[src/rtl/pe_mac_tree.sv]
// pe_mac_tree: one processing element of a broadcast/reduce MAC tree.
// An operand from the parent is multiplied by a local WEIGHT, broadcast to
// the enabled children, and their partial sums are added to the product
// before the total is returned upward.
// Optional feature macro: PE_SAT_EN -- when defined, every addition into the
// accumulator saturates to the signed 2*NOC_WID range; otherwise it wraps.
module pe_mac_tree #(
    parameter int NOC_WID  = 16,
    parameter int ADDR_WID = 11,
    parameter int NCHILD   = 2
) (
    input  logic                          clk,
    input  logic                          rstn,
    input  logic                          cfg_we,
    input  logic [ADDR_WID-1:0]           cfg_adr,
    input  logic [NOC_WID-1:0]            cfg_dat,
    input  logic [ADDR_WID-1:0]           slv_addr,
    input  logic                          in_valid,
    input  logic [NOC_WID-1:0]            in_data,
    output logic                          in_ready,
    output logic [NCHILD-1:0]             dn_valid,
    output logic [NCHILD*NOC_WID-1:0]     dn_data,
    input  logic [NCHILD-1:0]             dn_ready,
    input  logic [NCHILD-1:0]             cs_valid,
    input  logic [NCHILD*2*NOC_WID-1:0]   cs_data,
    output logic [NCHILD-1:0]             cs_ready,
    output logic                          up_valid,
    output logic [2*NOC_WID-1:0]          up_data,
    input  logic                          up_ready
);

    localparam int AW = 2 * NOC_WID;

    typedef enum logic [1:0] {
        S_IDLE = 2'd0,
        S_FWD  = 2'd1,
        S_SEND = 2'd2
    } state_t;

    // Architectural state
    state_t                      r_state;
    state_t                      w_state_nxt;
    logic signed [NOC_WID-1:0]   r_weight;   // configured weight
    logic [NCHILD-1:0]           r_mask;     // configured child enable
    logic [NCHILD-1:0]           r_lmask;    // mask latched for the op in flight
    logic [NOC_WID-1:0]          r_op;       // operand latched for broadcast
    logic signed [AW-1:0]        r_acc;      // product plus child sums so far
    logic [NCHILD-1:0]           r_sent;
    logic [NCHILD-1:0]           r_rcvd;

    // Combinational helpers
    logic [ADDR_WID-1:0]         w_adr_p1;
    logic                        w_wr_weight;
    logic                        w_wr_mask;
    logic                        w_accept;
    logic                        w_up_hs;
    logic [NCHILD-1:0]           w_dn_hs;
    logic [NCHILD-1:0]           w_cs_hs;
    logic [NCHILD-1:0]           w_sent_nxt;
    logic [NCHILD-1:0]           w_rcvd_nxt;
    logic                        w_all_done;
    logic signed [AW-1:0]        w_prod;
    logic signed [AW-1:0]        w_acc_sum;

    // Single accumulator addition; saturating or wrapping depending on build.
    function automatic logic signed [AW-1:0] acc_add(
        input logic signed [AW-1:0] a,
        input logic signed [AW-1:0] b
    );
`ifdef PE_SAT_EN
        logic [AW:0] s;
        s = {a[AW-1], a} + {b[AW-1], b};
        if (s[AW] != s[AW-1])
            return s[AW] ? {1'b1, {(AW-1){1'b0}}} : {1'b0, {(AW-1){1'b1}}};
        return s[AW-1:0];
`else
        return a + b;
`endif
    endfunction

    assign w_adr_p1    = slv_addr + ADDR_WID'(1);
    assign w_wr_weight = cfg_we && (cfg_adr == slv_addr);
    assign w_wr_mask   = cfg_we && (cfg_adr == w_adr_p1);
    assign w_accept    = (r_state == S_IDLE) && in_valid;
    assign w_up_hs     = (r_state == S_SEND) && up_ready;
    assign w_prod      = $signed(in_data) * r_weight;

    // Broadcast data always reflects the latched operand, one copy per child.
    for (genvar g = 0; g < NCHILD; g++) begin : g_dn
        assign dn_data[g*NOC_WID +: NOC_WID] = r_op;
    end

    // Handshake outputs are only asserted in their owning state.
    always_comb begin
        in_ready = (r_state == S_IDLE);
        dn_valid = '0;
        cs_ready = '0;
        up_valid = 1'b0;
        if (r_state == S_FWD) begin
            dn_valid = r_lmask & ~r_sent;
            cs_ready = r_lmask & ~r_rcvd;
        end
        if (r_state == S_SEND)
            up_valid = 1'b1;
        up_data = r_acc;
    end

    // Per-child handshake tracking, including handshakes on the current edge.
    always_comb begin
        w_dn_hs    = dn_valid & dn_ready;
        w_cs_hs    = cs_valid & cs_ready;
        w_sent_nxt = r_sent | w_dn_hs;
        w_rcvd_nxt = r_rcvd | w_cs_hs;
        w_all_done = ((r_lmask & ~(w_sent_nxt & w_rcvd_nxt)) == '0);
    end

    // Fold every child sum accepted this cycle into the accumulator in index order.
    always_comb begin
        w_acc_sum = r_acc;
        for (int i = 0; i < NCHILD; i++) begin
            if (w_cs_hs[i])
                w_acc_sum = acc_add(w_acc_sum, $signed(cs_data[i*AW +: AW]));
        end
    end

    // Next-state logic for the IDLE -> FWD/SEND -> IDLE sequence.
    always_comb begin
        w_state_nxt = r_state;
        case (r_state)
            S_IDLE: if (in_valid) w_state_nxt = (r_mask != '0) ? S_FWD : S_SEND;
            S_FWD:  if (w_all_done) w_state_nxt = S_SEND;
            S_SEND: if (up_ready) w_state_nxt = S_IDLE;
            default: w_state_nxt = S_IDLE;
        endcase
    end

    // State register; reset aborts any operation in flight.
    always_ff @(posedge clk or negedge rstn) begin
        if (!rstn) r_state <= S_IDLE;
        else       r_state <= w_state_nxt;
    end

    // Configuration registers; writes land regardless of FSM state.
    always_ff @(posedge clk or negedge rstn) begin
        if (!rstn) begin
            r_weight <= '0;
            r_mask   <= '1;
        end else begin
            if (w_wr_weight) r_weight <= cfg_dat;
            if (w_wr_mask)   r_mask   <= cfg_dat[NCHILD-1:0];
        end
    end

    // Datapath: latch operand/product/mask on accept, accumulate child sums.
    always_ff @(posedge clk or negedge rstn) begin
        if (!rstn) begin
            r_op    <= '0;
            r_lmask <= '0;
            r_acc   <= '0;
            r_sent  <= '0;
            r_rcvd  <= '0;
        end else begin
            if (w_accept) begin
                r_op    <= in_data;
                r_lmask <= r_mask;
                r_acc   <= w_prod;
                r_sent  <= '0;
                r_rcvd  <= '0;
            end else if (r_state == S_FWD) begin
                r_sent  <= w_sent_nxt;
                r_rcvd  <= w_rcvd_nxt;
                r_acc   <= w_acc_sum;
            end else if (w_up_hs) begin
                r_sent  <= '0;
                r_rcvd  <= '0;
            end
        end
    end

endmodule

[config.mk]
export PLATFORM = sky130hd
export DESIGN_NAME = pe_mac_tree
export DESIGN_NICKNAME = d
export VERILOG_FILES = /design/src/rtl/pe_mac_tree.sv
export SDC_FILE = /design/constraint.sdc
export NUM_CORES = 1
export LEC_CHECK = 0
export CORE_MARGIN = 3
export CORE_UTILIZATION = 54
export DETAILED_ROUTE_END_ITERATION = 12
export PLACE_DENSITY = 0.83
export SLEW_MARGIN = 20
export SYNTH_ARGS = -nofsm -noshare
export SYNTH_HDL_FRONTEND = slang
export SYNTH_SLANG_ARGS = --single-unit
[constraint.sdc]
create_clock -name clk -period 6.7 [get_ports clk]
set_input_delay 1.675 -clock clk [delete_from_list [all_inputs] [get_ports clk]]
set_output_delay 1.675 -clock clk [all_outputs]
set_load 0.05 [all_outputs]
### Word-level counts from Yosys, hierarchy flattened

Index checks and enable logic that the tools add are counted.

* bits in latches: 0
* RAM bits: 0
* memory bits (read-only): 0
* logic and storage cells: 57
* bits of input ports: 127
* bits in registers: 74
* memories kept: 0

* reductions and logical operators: 10
* div/mod/pow operators: 0
* muxes and demuxes: 17
* magnitude comparators: 0
* multiply operators: 1
* add/subtract/negate cells: 3
* eq/ne operators: 7
* bitwise operators: 11
* shifts and indexed selects: 0

Operators with widths (number)
* 32-bit 2-to-1 mux: 4
* 32-bit adder: 2
* 16-bit by 16-bit multiplier with 32-bit output: 1
* 11-bit == test: 2
* 2-bit 2-to-1 mux: 11
* 2-bit bitwise AND: 6
* 11-bit by 1-bit adder with 11-bit output, second input constant: 1
* 2-bit inequality test, second input constant: 3
* 2-bit NOT: 3
* 2-bit one-hot mux with 3 select lines: 1
* 1-bit logical AND: 4
* 2-bit zero test: 2
* 2-bit bitwise OR: 2
* 2-bit nonzero test: 2
* 3-bit AND reduction: 1
* 3-bit nonzero test: 1
* 2-bit by 1-bit == test with 1-bit output, second input constant: 1
* 2-bit == test, second input constant: 1
* 1-bit 2-to-1 mux: 1

### Logic depth before layout (Yosys ltp)

Gate-level depths: netlist of the first run.

* depth after elaboration: 11
* gate-level depth with buffers: 26
* gate-level depth less buffers: 24

### Worst setup path after synthesis of the first run

OpenSTA, ideal clock, no wires.

* kind: input -> register
* from: in in_data[15]
* to: reg r_acc[31], in the netlist up_data[31]
* stages on the path: 25
* data arrival time: 7450 ps
* slack: -815 ps
* path through: clkbuf_1 nand2_1 inv_1 fa_1 inv_1 fa_1 fa_1 inv_1 fa_1 fa_1 inv_1 fa_1 inv_1 ha_1 a211oi_1 a21boi_1 o2bb2ai_1 a311oi_2 a32oi_1 a211oi_1 nor2_1 a211o_1 xnor2_1 a22oi_1 o211a_1

* word-level cells in the longest chain between the ends: 2

Ends and longest elaborated chain
* start, declared: line 19 `input logic [NOC_WID-1:0] in_data,`
* 16-bit by 16-bit multiplier with 32-bit output: line 86 `assign w_prod = $signed(in_data) * r_weight;`
* 32-bit 2-to-1 mux: line 163 `if (w_accept) begin`
* end signal, assigned: line 166 `r_acc <= w_prod;`
* end signal, assigned: line 172 `r_acc <= w_acc_sum;`
* end, declared: line 47 `logic signed [AW-1:0] r_acc;`

Every way passes these cells.
A chain may end at the register's enable or synchronous reset.

### Worst setup path in the final report of the first run

* from: in in_data[5]
* to: reg r_acc[31], in the netlist up_data[31]

The elaborated chain is that of the path after synthesis.

==> results.py, run 1 <==
metrics = {
    "sta": {
        "fin_setup_tns_ns": -3.934,
        "max_freq_ghz": 0.1370,
        "fin_hold_ws_ns": 0.5008,
        "setup_viol": 13,
        "skew_ns": 0.009964,
        "hold_violations": 0,
        "post-route-period-util_pct": 108.9,
        "slew_headroom_pct": 43.24,
        "worst_pin_slew_ns": 0.8514,
        "rsz0062_at_grt": "yes",
        "layout_min_cycle_time_ns": 7.299,
        "drv_slew": 0,
        "postLayoutSetupSlackWorst_ns": -0.5990,
    },
    "clocking": {
        "cts_sinks": 74,
        "tritoncts": "built",
        "cts_root_buf": "clkbuf_16",
        "htreeDepth": 3,
        "clock_latency_ns": 0.36,
        "cts_hold_buffers": 0,
        "numCtsBuffers": 9,
        "clkSlewWorstSetupHoldPaths_ns": 0.07,
        "clk_path_buf_depth": 2,
    },
    "logic_synthesis": {
        "ys_top_cells_by_area": "fa_1 32%, ha_1 11%, dfrtp_1 11%",
        "synth_cells": 1921,
        "syn-num-nets": 2457,
        "syn_area_um2": 16660,
        "synth_edf_count": 0,
        "async_flop_share_pct": 100.0,
        "synth_top_cell_by_area": "fa_1",
        "synth_top_area_share_pct": 31.73,
        "ys_ff_latch": 74,
        "avgSynthCellArea_um2": 8.670,
        "yosysSeqAreaShare_pct": 11.13,
        "ys_warn_count": 0,
        "synth.distinct_cells": 79,
        "synth-main-ff-cell": "dfrtp_1",
    },
    "final_layout": {
        "nets": 2810,
        "n_fill_cell": 2145,
        "multi_input_area_um2": 13890,
        "final_core_util_pct": 71.42,
        "area_growth_pct": 28.78,
        "layout_commonest_cell": "inv_1",
        "seq_area_um2": 1854,
        "final_cell_mix": "279 x inv_1, 256 x nand2_1, 244 x fa_1",
        "layout-drive-gt1-share_pct": 18.96,
    },
    "route": {
        "drc": 0,
        "via_count": 15250,
        "drtAntennaViolNets": 0,
        "via_per_inst": 5.712,
        "wire_per_inst_um": 18.25,
        "wirelength_mm": 48.72,
        "drt_pass1_iterations": 5,
        "drt_iter0_drc": 1012,
    },
    "floorplan": {
        "die_area_um2": 32990,
        "start_util_pct": 55.46,
        "fp.dieW_um": 181.6,
        "die_y_um": 181.6,
        "io_pins": 197,
        "num_rows": 63,
        "core_area_um2": 30030,
    },
    "job": {
        "max-cap-violations": 0,
    },
    "global_routing": {
        "globalRouteOverflowTotal": 0,
        "use_met3_pct": 4.026,
        "grt_pass1_wl_mm": 76.99,
        "track_usage_pct": 28.64,
        "first_global_vias": 16060,
        "antenna_found_initial": 1,
        "grt_max_degree": 62,
        "met2_usage_pct": 51.93,
        "grt_use_met1_pct": 33.70,
        "grt_most_used_layer": "met2",
    },
    "worst_setup_path": {
        "crit_path_start_kind": "input pin",
        "cp.required_ns": 7.00,
        "critical_path_arrival_ns": 7.60,
        "crit_type": "in2reg",
        "cp-end-kind": "register",
        "path_max_fanout": 6,
    },
    "placement": {
        "hpwl_mm": 38.05,
        "place.gp.congestion": 0.9223,
        "pre_cts_slack_ns": -1.416,
        "portBuffers": 196,
    },
    "power_and_ir_drop": {
        "p_clk_share_pct": 15.7,
        "intPower_mw": 1.668,
        "ir_drop_uv": 139.1,
        "p_per_area_nw_per_um2": 148.4,
        "power.switching_mw": 1.515,
        "seqPwrFrac_pct": 18.6,
        "p_leak_nw": 10.65,
        "p_sw_share_pct": 47.60,
        "combPwrFrac_pct": 65.7,
    },
    "status": {
        "violations": "setup timing",
        "status": "finished, violations left",
    },
    "hold_path": {
        "hold_class": "reg2reg",
    },
}
path summary, 6_finish.rpt:
path                        startpoint          end  slack, ns  cells after the start
max in group asynchronous         rstn  up_data[24]       4.43                      2
setup reg to reg           r_weight[3]  up_data[24]       0.14                     22
hold reg to reg              r_mask[0]   r_lmask[0]       0.50                      2
min in group asynchronous         rstn  r_weight[8]       1.16                      1
hold / removal               r_mask[0]   r_lmask[0]       0.50                      2
setup / recovery            in_data[5]  up_data[31]      -0.60                     25
sequential cells by signal (all words and copies together) (netlist names):
name and cells:
up_data 32, r_mask 2, r_weight 16, r_rcvd 2, r_sent 2, r_state 2
r_lmask 2, r_op 16
synth_stat cells (all sizes together) (7+ instances only):
cell,n
ha,145
nand3,21
nor2,87
nand2b,17
clkbuf,58
a21o,39
xnor2,68
inv,302
buf,21
o21ai,63
xor2,33
a211oi,18
o21bai,11
o22ai,8
o211ai,10
and3,7
and2,132
fa,264
mux2,18
nand2,272
o21a,14
mux2i,8
dfrtp,72
a21oi,95
nand4,7
a31oi,14
nor3,23
power by group through the flow:
stage | clock network (mW) | registers (mW) | logic [mW]
finish | 0.499 | 0.593 | 2.09
global route | 0.516 | 0.602 | 2.27
CTS | 0.505 | 0.592 | 2.04
detailed placement | 0 | 0.600 | 2.00
global placement | 0 | 0.598 | 1.95
floorplan | 0 | 0.796 | 1.16
stage by stage:
stage / area (um2) / instances / total power, mW
finish: 21450 / 2670 / 3.183
global route: 21450 / 2670 / 3.387
CTS: 21140 / 2662 / 3.137
detailed placement: 20480 / 2622 / 2.601
global placement: 20480 / 2622 / 2.547
floorplan: 16990 / 1921 / 1.956
worst max-delay path: stages:
cell	delay [ns]
buf_8	0.11
buf_6	0.12
buf_6	0.12
and2_4	0.15
fa_1	0.56
fa_1	0.45
fa_1	0.61
fa_1	0.47
fa_1	0.52
inv_1	0.05
fa_1	0.51
inv_2	0.04
ha_4	0.26
buf_4	0.12
nand2_1	0.06
o21ai_2	0.17
nor3_2	0.06
o21bai_1	0.25
a32oi_2	0.12
a211oi_2	0.33
nor2_1	0.08
a211o_1	0.27
xnor2_1	0.12
a22oi_1	0.17
o211a_1	0.16
cell type report:
class | instances | area share, %
Inverter | 302 | 5.297
Sequential cell | 74 | 8.645
Timing Repair Buffer | 421 | 17.72
Antenna cell | 1 | 0.01167
Clock buffer | 9 | 1.050
Multi-Input combinational cell | 1466 | 64.76
Tap cell | 390 | 2.275
Clock inverter | 7 | 0.2392
what timing repair did:
| action | in CTS | in global routing |
|---|---|---|
| setup buffers | 23 | 8 |
| gates resized for setup | 129 | 80 |
| pin swaps | 90 | 86 |
| setup endpoints to repair | 19 | 17 |
| cloned | 1 | 0 |
cell families after synthesis:
group / count (synthesis) / synth area share, %
AND/OR/NAND/NOR: 591 / 16.68
adder cells (fa/ha/maj): 409 / 42.62
buffers and inverters: 381 / 8.954
AO/OA/AOI/OAI: 339 / 13.60
XOR/XNOR: 101 / 5.311
flip-flops: 74 / 11.13
multiplexers: 26 / 1.698
metal layers:
metal  wire length (um)  share of wire [%]
met5                  0                  0
met4               2507                5.1
met3               3232                6.6
met2              25350                 52
met1              17630                 36
Power figures use the tool's default switching activity.
==> run 2, diff against run 1 <==
--- a/config.mk
+++ b/config.mk
@@ -6,9 +6,9 @@
 export NUM_CORES = 1
 export LEC_CHECK = 0
 export CORE_MARGIN = 3
-export CORE_UTILIZATION = 54
+export CORE_UTILIZATION = 40
 export DETAILED_ROUTE_END_ITERATION = 12
-export PLACE_DENSITY = 0.83
+export PLACE_DENSITY = 0.65
 export SLEW_MARGIN = 20
 export SYNTH_ARGS = -nofsm -noshare
 export SYNTH_HDL_FRONTEND = slang
==> results.py, run 2 (synthesized netlist as in run 1, its figures left out) <==
metrics = {
    "worst_setup_path": {
        "slowest_delay_ns": 0.55,
        "cp-startpoint": "in_data[8]",
        "r2r-start": "r_weight[1]",
        "crit_top_cell": "fa_1",
        "cpMaxStageDelayCell": "fa_1",
        "crit_type": "in2reg",
        "r2r_end": "up_data[31]",
        "reg2reg_slack_ns": 0.22,
        "crit_path_start_kind": "input pin",
        "ff2ff_path_depth": 23,
        "worstSetupPathDepth": 25,
        "path_max_fanout": 4,
        "crit_family": "adder cells",
        "crit_buf_inv": 6,
        "cp.required_ns": 7.00,
        "critical_path_arrival_ns": 7.52,
        "cp-end-kind": "register",
        "cp-endpoint": "up_data[31]",
    },
    "sta": {
        "worst_pin_slew_ns": 0.7876,
        "setup_viol": 13,
        "hold_violations": 0,
        "fin_setup_tns_ns": -3.506,
        "max_freq_ghz": 0.1386,
        "slew_headroom_pct": 47.30,
        "skew_ns": 0.01226,
        "drv_slew": 0,
        "post-route-period-util_pct": 107.7,
        "layout_min_cycle_time_ns": 7.216,
        "postLayoutSetupSlackWorst_ns": -0.5161,
        "rsz0062_at_grt": "yes",
    },
    "clocking": {
        "numCtsBuffers": 9,
        "cts_root_buf": "clkbuf_16",
        "htreeDepth": 3,
        "clkSlewWorstSetupHoldPaths_ns": 0.07,
        "clock_latency_ns": 0.37,
        "clk_path_buf_depth": 2,
        "cts_sinks": 74,
        "tritoncts": "built",
    },
    "floorplan": {
        "num_rows": 74,
        "fp.dieW_um": 210.1,
        "io_pins": 197,
        "die_y_um": 210.1,
        "die_area_um2": 44130,
        "core_area_um2": 41020,
        "start_util_pct": 40.61,
    },
    "global_routing": {
        "first_global_vias": 15970,
        "track_usage_pct": 22.59,
        "grt_pass1_wl_mm": 80.21,
        "globalRouteOverflowTotal": 0,
        "antenna_found_initial": 0,
        "grt_max_degree": 55,
    },
    "route": {
        "via_per_inst": 5.199,
        "wire_per_inst_um": 17.16,
        "drt_iter0_drc": 811,
        "via_count": 14740,
        "drt_pass1_iterations": 5,
        "drc": 0,
        "wirelength_mm": 48.62,
        "drtAntennaViolNets": 0,
    },
    "job": {
        "max-cap-violations": 0,
    },
    "status": {
        "status": "finished, violations left",
        "violations": "setup timing",
    },
    "final_layout": {
        "largest_reg_flops": 32,
        "final_cell_mix": "282 x inv_1, 259 x nand2_1, 242 x fa_1",
        "nets": 2833,
        "layout-drive-gt1-share_pct": 19.64,
        "fin_cells": 2834,
        "layout_commonest_cell": "inv_1",
        "antennaDiodeCount": 0,
        "area_growth_pct": 31.36,
    },
    "placement": {
        "place.gp.congestion": 0.8656,
        "placed_cells": 2781,
        "hpwl_mm": 39.72,
        "portBuffers": 196,
    },
    "hold_path": {
        "hold_class": "reg2reg",
    },
    "power_and_ir_drop": {
        "p_per_area_nw_per_um2": 146.3,
        "p_leak_nw": 10.81,
        "ir_drop_uv": 104.7,
        "p_total_mw": 3.200,
    },
}
run 2: changes by cell type in the layout (fill, tap and decap cells not counted), moves of 3 or more:
cell	previous run	this run
buf_4	200	218
buf_6	23	30
buf_2	4	1
inv_1	279	282
nand2_1	256	259
nand2_4	7	4
nor3_2	4	1
run 2: worst reg2reg max path, delay by kind of cell (launching register included):
| kind | cells | cell delay (ns) |
|---|---|---|
| xor gates and xnor gates | 1 | 0.14 |
| adders and majority gates | 7 | 3.26 |
| DFF | 1 | 0.71 |
| and+or+nand+nor | 2 | 0.25 |
| buffers and inverters | 4 | 0.21 |
| AOI/OAI and AO/OA | 9 | 1.86 |
run 2: stage by stage:
stage                     hold WS [ns]  cell area, um2  util [%]  worst slack [ns]
final                           0.5006           21880     53.34           -0.5161
after global routing            0.5359           21880     53.34           -0.7237
after CTS                       0.5008           21700     52.92           -0.4808
after detailed placement        0.4861           20780     50.67            -1.463
after global placement          0.4798           20780     50.67            -1.353
after floorplan                 0.4680           16990         -           -0.4802
run 2: worst min path at each step:
stage | startpoint | end | slack (ns) | depth (start not counted)
6_report | r_mask[0] | r_lmask[0] | 0.50 | 2
5_1_grt | r_mask[0] | r_lmask[0] | 0.54 | 2
4_1_cts | r_mask[0] | r_lmask[0] | 0.50 | 2
3_5_place_dp | r_mask[0] | r_lmask[0] | 0.49 | 2
3_3_place_gp | r_op[0] | r_op[0] | 0.48 | 2
2_1_floorplan | r_rcvd[0] | r_rcvd[0] | 0.47 | 2
run 2: timing repair:
action	in CTS	in global routing
resized for setup	179	53
setup endpoints to repair	19	17
buffers inserted	30	10
pin swaps	82	74
gates cloned	3	0
hold endpoints to repair	0	0
hold buffers	0	0
run 2: power breakdown:
part           leakage (nW)  switching (mW)  internal, mW
Combinational          9.74            1.18         0.916
Sequential            0.925          0.0825         0.513
Clock                 0.140           0.232         0.275
Total                  10.8            1.50          1.70
run 2: cell type report:
cell class	count	area [um2]
Timing Repair Buffer	444	4049
Clock inverter	4	33.78
Inverter	302	1134
Fill cell	3738	19140
Multi-Input combinational cell	1466	13890
Tap cell	532	665.6
Clock buffer	12	256.5
Sequential cell	74	1854
run 2: routing by layer:
layer  routed length (um)  track usage, %
met4                 1971           9.509
met1                19520           27.27
met2                24950           40.01
met5                    0               0
met3                 2180           3.780
==> run 3, diff against run 2 <==
--- a/config.mk
+++ b/config.mk
@@ -5,10 +5,14 @@
 export SDC_FILE = /design/constraint.sdc
 export NUM_CORES = 1
 export LEC_CHECK = 0
+export CELL_PAD_IN_SITES_DETAIL_PLACEMENT = 1
+export CELL_PAD_IN_SITES_GLOBAL_PLACEMENT = 1
 export CORE_MARGIN = 3
 export CORE_UTILIZATION = 40
+export CTS_CLUSTER_DIAMETER = 100
 export DETAILED_ROUTE_END_ITERATION = 12
-export PLACE_DENSITY = 0.65
+export HOLD_SLACK_MARGIN = 0.03
+export PLACE_DENSITY = 0.81
 export SLEW_MARGIN = 20
 export SYNTH_ARGS = -nofsm -noshare
 export SYNTH_HDL_FRONTEND = slang
==> results.py, run 3 (synthesized netlist as in run 1, its figures left out) <==
metrics = {
    "status": {
        "status": "finished, violations left",
        "violations": "setup timing",
    },
    "route": {
        "wire_per_inst_um": 21.90,
        "via_per_inst": 5.472,
        "wirelength_mm": 61.97,
        "via_count": 15490,
        "drt_iter0_drc": 758,
        "drt_pass1_iterations": 5,
        "drtAntennaViolNets": 0,
        "drc": 0,
    },
    "placement": {
        "hpwl_mm": 48.67,
        "placed_area_um2": 20770,
        "portBuffers": 196,
        "pre_cts_slack_ns": -1.718,
        "place.gp.congestion": 0.8852,
    },
    "final_layout": {
        "final_cell_mix": "273 x inv_1, 256 x nand2_1, 244 x fa_1",
        "fin_area_um2": 21990,
        "antennaDiodeCount": 0,
        "layout_commonest_cell": "inv_1",
        "layout-drive-gt1-share_pct": 20.41,
        "multi_input_area_um2": 14010,
        "area_growth_pct": 32.00,
        "final_core_util_pct": 53.60,
        "nets": 2829,
        "seq_area_um2": 1854,
        "largest_reg_flops": 32,
        "n_fill_cell": 4767,
    },
    "worst_setup_path": {
        "cp-end-kind": "register",
        "cp.required_ns": 6.96,
        "r2r-start": "r_weight[7]",
        "critical_path_arrival_ns": 7.65,
        "crit_path_start_kind": "input pin",
        "path_max_fanout": 4,
        "cpMaxStageDelayCell": "fa_2",
        "slowest_delay_ns": 0.54,
        "crit_type": "in2reg",
        "crit_top_cell": "fa_1",
        "crit_buf_inv": 6,
        "cp-startpoint": "in_data[5]",
        "crit_family": "adder cells",
    },
    "power_and_ir_drop": {
        "p_total_mw": 3.398,
        "ir_drop_uv": 132.5,
        "p_per_area_nw_per_um2": 154.6,
        "p_leak_nw": 10.81,
    },
    "hold_path": {
        "hold_class": "reg2reg",
        "worstHoldStart": "r_op[0]",
    },
    "sta": {
        "rsz0062_at_grt": "yes",
        "skew_ns": 0.01620,
        "worst_pin_slew_ns": 1.184,
        "max_freq_ghz": 0.1353,
        "post-route-period-util_pct": 110.3,
        "drv_slew": 0,
        "slew_headroom_pct": 21.08,
        "postLayoutSetupSlackWorst_ns": -0.6926,
        "hold_violations": 0,
        "setup_viol": 14,
        "fin_setup_tns_ns": -6.052,
        "layout_min_cycle_time_ns": 7.393,
    },
    "global_routing": {
        "grt_pass1_wl_mm": 95.34,
        "antenna_found_initial": 0,
        "globalRouteOverflowTotal": 0,
        "track_usage_pct": 27.49,
        "grt_max_degree": 50,
        "first_global_vias": 18160,
    },
    "clocking": {
        "cts_hold_buffers": 0,
        "clkSlewWorstSetupHoldPaths_ns": 0.07,
        "numCtsBuffers": 9,
        "clock_latency_ns": 0.39,
        "tritoncts": "built",
        "clk_path_buf_depth": 2,
        "cts_root_buf": "clkbuf_16",
        "htreeDepth": 3,
        "cts_sinks": 74,
    },
    "floorplan": {
        "core_area_um2": 41020,
        "die_y_um": 210.1,
        "io_pins": 197,
        "num_rows": 74,
        "fp.dieW_um": 210.1,
        "start_util_pct": 40.61,
        "die_area_um2": 44130,
    },
    "job": {
        "max-cap-violations": 0,
    },
}
==> run 3: worst reg2reg max path: stages, from the launching register on <==
cell and delay, ns:
dfrtp_1 0.82, nand2_2 0.13, fa_1 0.57, inv_1 0.05, fa_1 0.48, inv_1 0.05
fa_1 0.50, inv_2 0.04, fa_1 0.51, fa_1 0.58, inv_2 0.05, fa_1 0.52
inv_2 0.06, ha_4 0.28, o211ai_1 0.12, o2bb2ai_2 0.16, a311oi_4 0.31, a32oi_2 0.20
a211oi_2 0.31, nor2_1 0.07, a211o_1 0.29, xnor2_1 0.19, a22oi_1 0.12, o211a_1 0.15
==> run 3: where the power goes <==
group / leakage, nW / internal, mW / switching [mW]
sequential: 0.925 / 0.513 / 0.0814
clock: 0.163 / 0.365 / 0.240
combinational: 9.72 / 0.930 / 1.27
total: 10.8 / 1.81 / 1.59
==> run 3: layout make-up <==
class	count	share of cell area, %
Clock buffer	10	1.041
Sequential cell	74	8.434
Clock inverter	6	0.5236
Multi-Input combinational cell	1466	63.74
Tap cell	532	3.028
Inverter	302	5.167
Timing Repair Buffer	440	18.07
==> run 3: per-stage QoR <==
step / hold WS [ns] / instances
floorplan: 0.4680 / 1921
global placement: 0.4819 / 2779
finish: 0.5015 / 2830
global route: 0.5307 / 2830
CTS: 0.5105 / 2822
detailed placement: 0.4949 / 2779
==> run 3: path summary, 6_finish.rpt <==
| check | end | slack (ns) | cells after the start |
|---|---|---|---|
| max | up_data[24] | -0.69 | 25 |
| min | r_op[0] | 0.50 | 2 |
| max reg2reg | up_data[31] | 0.03 | 23 |
| min reg2reg | r_op[0] | 0.50 | 2 |
| max in group asynchronous | up_data[1] | 4.35 | 2 |
| min in group asynchronous | r_weight[11] | 1.23 | 1 |
==> run 3: repair_timing <==
item | CTS | global route
endpoints found under the setup margin | 20 | 19
pin swaps | 75 | 111
buffers inserted | 24 | 10
cloned | 3 | 0
endpoints found under the hold margin | 0 | 0
resized for setup | 134 | 112
==> run 3: routing by layer <==
layer  global-route usage [%]  vias to the layer above  wire (um)
met5                        0                        -          0
met4                    14.46                        0       3372
met3                    3.557                      210       2245
met2                    52.05                      477      33840
met1                    29.83                     7880      22520
li1                         -                     6920          -
